--- config.mk ---
export PLATFORM = sky130hd
export DESIGN_NAME = vector_list_player
export DESIGN_NICKNAME = d
export VERILOG_FILES = /design/src/rtl/vector_list_player.sv
export SDC_FILE = /design/constraint.sdc
export NUM_CORES = 1
export LEC_CHECK = 0
export BUFFER_PORTS_ARGS = -buffer_cell sky130_fd_sc_hd__buf_2
export CORE_ASPECT_RATIO = 0.75
export CORE_MARGIN = 2
export CORE_UTILIZATION = 50
export CTS_CLUSTER_SIZE = 28
export DETAILED_ROUTE_END_ITERATION = 16
export PLACE_DENSITY = 0.81
export SLEW_MARGIN = 25
export SYNTH_ARGS = -nofsm -noshare
export SYNTH_HDL_FRONTEND = slang
export SYNTH_SLANG_ARGS = --single-unit
--- constraint.sdc ---
create_clock -name i_clk -period 2 [get_ports i_clk]
set_input_delay 0.4 -clock i_clk [delete_from_list [all_inputs] [get_ports i_clk]]
set_output_delay 0.4 -clock i_clk [all_outputs]
set_load 0.02 [all_outputs]
--- src/rtl/vector_list_player.sv ---
// Display-list sequencer: fetches 32-bit vector commands from a synchronous RAM and hands them to
// the vector control block with a ready/guard handshake. Optional DWELL timing under VLP_DWELL_EN.
module vector_list_player #(
  parameter int ADDR_WIDTH   = 10,
  parameter int GUARD_CYCLES = 2
) (
  input  logic                  i_clk,
  input  logic                  i_reset,
  input  logic                  i_start,
  input  logic                  i_stop,
  output logic [ADDR_WIDTH-1:0] o_mem_addr,
  output logic                  o_mem_en,
  input  logic [31:0]           i_mem_data,
  output logic [11:0]           o_x,
  output logic [11:0]           o_y,
  output logic                  o_jump,
  output logic                  o_draw,
  input  logic                  i_ready,
  output logic                  o_busy,
  output logic                  o_frame_done
);

  typedef enum logic [2:0] {
    S_IDLE, S_FETCH, S_LATCH, S_DECODE, S_ISSUE, S_GUARD, S_DWELL
  } state_t;

  localparam logic [1:0] OP_JUMP = 2'b00;
  localparam logic [1:0] OP_DRAW = 2'b01;
  localparam logic [1:0] OP_END  = 2'b10;

  state_t                r_state, w_next, w_adv_target;
  logic [ADDR_WIDTH-1:0] r_pc, w_pc_next;
  logic [31:0]           r_cmd;
  logic [11:0]           r_x, r_y;
  logic [3:0]            r_guard, w_guard_next;
  logic                  r_frame_done, w_frame_done_next;
  logic                  w_advance, w_fire;
  logic [1:0]            w_op;
  logic                  w_unused;

`ifdef VLP_DWELL_EN
  logic [15:0]           r_dwell, w_dwell_next;
`endif

  assign w_op     = r_cmd[31:30];
  assign w_fire   = (r_state == S_ISSUE) && i_ready;
  assign w_unused = &{1'b0, r_cmd[29:24]};

  always_comb begin
    w_next            = r_state;
    w_pc_next         = r_pc;
    w_guard_next      = r_guard;
    w_frame_done_next = 1'b0;
    w_advance         = 1'b0;
    w_adv_target      = S_FETCH;
`ifdef VLP_DWELL_EN
    w_dwell_next      = r_dwell;
`endif
    case (r_state)
      S_IDLE: begin
        if (i_start && !i_stop) begin
          w_next    = S_FETCH;
          w_pc_next = '0;
        end
      end
      S_FETCH:  w_next = i_stop ? S_IDLE : S_LATCH;
      S_LATCH:  w_next = S_DECODE;
      S_DECODE: begin
        if (w_op == OP_JUMP || w_op == OP_DRAW) begin
          w_next = S_ISSUE;
        end else if (w_op == OP_END) begin
          w_next            = S_IDLE;
          w_frame_done_next = 1'b1;
        end else begin
`ifdef VLP_DWELL_EN
          if (r_cmd[15:0] != 16'd0) begin
            w_next       = S_DWELL;
            w_dwell_next = r_cmd[15:0];
          end else begin
            w_advance = 1'b1;
          end
`else
          w_advance = 1'b1;
`endif
        end
      end
      S_ISSUE: begin
        if (i_ready) begin
          w_advance    = 1'b1;
          w_adv_target = S_GUARD;
          w_guard_next = 4'(GUARD_CYCLES - 1);
        end
      end
      S_GUARD: begin
        if (r_guard == 4'd0) w_next = S_FETCH;
        else                 w_guard_next = r_guard - 4'd1;
      end
`ifdef VLP_DWELL_EN
      S_DWELL: begin
        if (i_stop) begin
          w_next = S_IDLE;
        end else if (r_dwell == 16'd1) begin
          w_advance = 1'b1;
        end else begin
          w_dwell_next = r_dwell - 16'd1;
        end
      end
`endif
      default: w_next = S_IDLE;
    endcase

    // Running off the end of the list without an END acts as an implicit END.
    if (w_advance) begin
      if (&r_pc) begin
        w_pc_next         = '0;
        w_next            = S_IDLE;
        w_frame_done_next = 1'b1;
      end else begin
        w_pc_next = r_pc + 1'b1;
        w_next    = w_adv_target;
      end
    end
  end

  always_ff @(posedge i_clk) begin
    if (i_reset) begin
      r_state      <= S_IDLE;
      r_pc         <= '0;
      r_cmd        <= '0;
      r_x          <= '0;
      r_y          <= '0;
      r_guard      <= '0;
      r_frame_done <= 1'b0;
    end else begin
      r_state      <= w_next;
      r_pc         <= w_pc_next;
      r_guard      <= w_guard_next;
      r_frame_done <= w_frame_done_next;
      if (r_state == S_LATCH) r_cmd <= i_mem_data;
      if (w_fire) begin
        r_x <= r_cmd[23:12];
        r_y <= r_cmd[11:0];
      end
    end
  end

`ifdef VLP_DWELL_EN
  always_ff @(posedge i_clk) begin
    if (i_reset) r_dwell <= '0;
    else         r_dwell <= w_dwell_next;
  end
`endif

  // Coordinates are forwarded combinationally so they change in the same cycle as the pulse.
  assign o_mem_addr   = r_pc;
  assign o_mem_en     = (r_state == S_FETCH) && !i_stop;
  assign o_jump       = w_fire && (w_op == OP_JUMP);
  assign o_draw       = w_fire && (w_op == OP_DRAW);
  assign o_x          = w_fire ? r_cmd[23:12] : r_x;
  assign o_y          = w_fire ? r_cmd[11:0]  : r_y;
  assign o_busy       = (r_state != S_IDLE);
  assign o_frame_done = r_frame_done;

endmodule
==> run_results.csv <==
group,metric,value,unit
routing,drt-total-wl,6930,µm
die,initial_utilization,53.0,%
hold_path,min_from,"i_mem_data[16]",
synth,yosys.area.top_type,"dfxtp_1",
global_routing,grt_use_total,22.0,%
synth,synth_ff_type,"dfxtp_1",
routing,wl_per_cell,13.3,µm
sta,rsz0062_at_grt,"false",
worst_setup_path,critPathMaxFanout,16,
sta,finalCritPeriodShare,97.1,%
synth,synth_warnings,0,
die,rows,23,
place,dp.final_hpwl,4580,µm
worst_setup_path,crit_required,1.60,ns
synth,synth_edf_count,0,
routing,vias_per_cell,5.27,
job,maxCapViolCount,0,
power,ir_drop,0.671,mV
clock_network,cts_buffer_depth,2,
die,fp.dieW,91.7,µm
worst_setup_path,start_kind,"flop",
sta,finalHoldViolCount,0,
worst_setup_path,r2r_slack,0.18,ns
sta,period_needed,1.94,ns
clock_network,cts_htree_levels,3,
synth,synth_area_per_cell,7.87,µm²
clock_network,cts_tree,"done",
outcome,status,"finished clean",
clock_network,clkTransAtPathRegs,0.07,ns
global_routing,grt_pass1_wl,11300,µm
synth,yosys.area.top_type_share,47.2,%
clock_network,cts_root_buf,"clkbuf_8",
synth,synth_area,2880,µm²
worst_setup_path,criticalPathCategory,"flop to output port",
hold_path,min_to,"r_cmd[16]$_SDFFE_PP0P_",
worst_setup_path,r2r-start,"r_state[1]$_SDFFE_PP0P_",
sta,finalHoldWorstSlack,0.288,ns
sta,slew_violations,0,
place,portBuffers,69,
worst_setup_path,critical_path_arrival,1.54,ns
synth,syn_inst,366,
routing,drt-pass1-iter-count,5,
synth,yosysSeqAreaShare,47.2,%
die,ios,76,
sta,fmax,0.515,GHz
synth,ys_seq_elements,68,
sta,tightest_slew,0.633,ns
sta,setup_viol,0,
synth,yosysUniqueCellTypes,45,
routing,route.detailed.drc,0,
sta,finalSetupTns,0,ns
routing,vias,2755,
cells_and_area,area.growth.synth_to_final,26.6,%
clock_network,clock_sinks,68,
cells_and_area,multi_input_area,1420,µm²
cells_and_area,ff_latch_area,1370,µm²
global_routing,grt-ovfl-total,0,
routing,drtIter0Drc,242,
power,p_leak,1.56,nW
die,die_h,69.7,µm
synth,syn_nets,405,
clock_network,clock_latency,0.34,ns
global_routing,grt_pass1_vias,2551,
clock_network,cts_buffers,9,
synth,synthArstFlopShare,0,%
cells_and_area,fill_cells,460,
global_routing,grt_antenna_before_repair,0,
hold_path,hold_path_class,"input port to flop",
die,core,5440,µm²
sta,maxSlewHeadroom,57.8,%
global_routing,grt_start_max_net_pins,64,
worst_setup_path,r2r-end,"o_mem_addr[7]$_SDFFE_PP0P_",
synth,yosys-top-cells-area,"dfxtp_1 (47%), nand2_1 (17%), a21oi_1 (9.6%)",
routing,drtAntennaViolNets,0,
worst_setup_path,end_kind,"output port",
cells_and_area,antenna_cells,0,
hold_path,hold_depth,3,
cells_and_area,drive_above_1_share,25.7,%
place,place.gp.congestion,0.848,
cells_and_area,nNetsFinal,482,
worst_setup_path,reg2reg_depth,6,
sta,skew,0.00617,ns
die,die_area,6390,µm²
power,power_density,801,nW/µm²
## critical path: stages (launching register included)
cell      delay [ns]
dfxtp_4         0.37
and4bb_4        0.37
buf_12          0.16
nand2_1         0.07
nand2_1         0.07
buf_2           0.16
## kinds of logic (layout without fill, tap and decap cells)
| family | Yosys count | in the layout | synth area share (%) |
|---|---|---|---|
| AND/OR/NAND/NOR | 175 | 175 | 26.7 |
| AO/OA/AOI/OAI | 84 | 84 | 17.7 |
| flip-flops | 68 | 68 | 47.2 |
| buffers and inverters | 28 | 110 | 4.43 |
| multiplexers | 7 | 7 | 2.48 |
| adder cells (fa/ha/maj) | 2 | 2 | 0.868 |
| XOR/XNOR | 2 | 2 | 0.608 |
## cell usage in the layout, fill, tap and decap left out, types with 2 or more instances in the layout
cell type	synthesis	layout
nand4b_1	3	3
buf_4	0	24
clkbuf_8	0	12
o211ai_1	5	5
buf_2	6	62
nand4_1	2	2
inv_1	5	5
nand3_1	6	6
nor3b_1	2	2
dfxtp_1	68	65
ha_1	2	2
xnor2_1	2	2
mux2i_1	6	6
dfxtp_4	0	2
nor3_1	7	7
o31ai_1	3	3
a211oi_1	6	6
o21ai_0	3	3
nand2b_1	7	7
a21oi_1	55	54
nor2_1	5	5
nand2_1	130	130
buf_6	2	2
and3_1	3	3
## sequential cells by signal, indices dropped and copies added (netlist names)
register,flops
r_cmd,26
r_x,12
r_y,12
o_mem_addr,10
r_guard,4
r_state,3
o_frame_done,1
## what timing repair did
item                                    CTS  global route
pin swaps                                 1             1
hold buffers                              0             0
buffers inserted                          3             2
endpoints found under the setup margin   21            29
resized for setup                         3            16
gates cloned                              0             1
## layer usage
| layer | global-route usage [%] | wire length, µm |
|---|---|---|
| met2 | 35.2 | 3240 |
| met4 | 6.73 | 75 |
| met1 | 28.7 | 3120 |
| met3 | 6.41 | 493 |
| met5 | 0 | 0 |
## worst max-delay path by stage
stage	start	endpoint	slack [ns]	cells after the start
floorplan	r_state[1]$_SDFFE_PP0P_	o_draw	0.16	4
global placement	r_state[0]$_SDFFE_PP0P_	o_mem_addr[8]$_SDFFE_PP0P_	0.12	6
detailed placement	r_state[0]$_SDFFE_PP0P_	o_mem_addr[8]$_SDFFE_PP0P_	0.03	6
CTS	r_state[1]$_SDFFE_PP0P_	o_x[7]	0.02	5
global route	r_state[1]$_SDFFE_PP0P_	o_y[10]	0.004	5
finish	r_state[1]$_SDFFE_PP0P_	o_y[6]	0.06	5
## synthesized netlist by cell type (all sizes together), types with 2 or more instances
cell / n
nand2: 130
dfxtp: 68
a21oi: 55
buf: 12
clkbuf: 11
nand2b: 7
nor3: 7
a211oi: 6
mux2i: 6
nand3: 6
inv: 5
nor2: 5
o211ai: 5
o21ai: 4
and3: 3
nand4b: 3
o31ai: 3
a21boi: 2
ha: 2
nand4: 2
nor2b: 2
nor3b: 2
xnor2: 2
## where the power goes
part,internal [mW],total [mW],switching (mW)
Clock,0.679,1.18,0.502
Combinational,0.135,0.327,0.192
Sequential,1.38,1.41,0.0298
Total,2.20,2.92,0.725
## area by class of cell
class / instances / area share, %
multi-input cells: 270 / 38.9
flip-flops and latches: 68 / 37.6
repair buffers: 89 / 14.6
clock buffers: 13 / 4.63
well taps: 75 / 2.57
clock inverters: 3 / 1.20
inverters: 5 / 0.515
## metrics by stage
stage	instance area [µm²]	cells	power, mW	setup slack [ns]	utilization, %
global placement	3330	501	1.73	0.118	61.3
finish	3650	523	2.92	0.0572	67.1
detailed placement	3330	501	1.74	0.0273	61.3
CTS	3570	520	2.92	0.0152	65.7
global route	3650	523	3.03	0.00403	67.1
floorplan	2880	366	1.63	0.159	-
(Power assumes the default switching activity.)
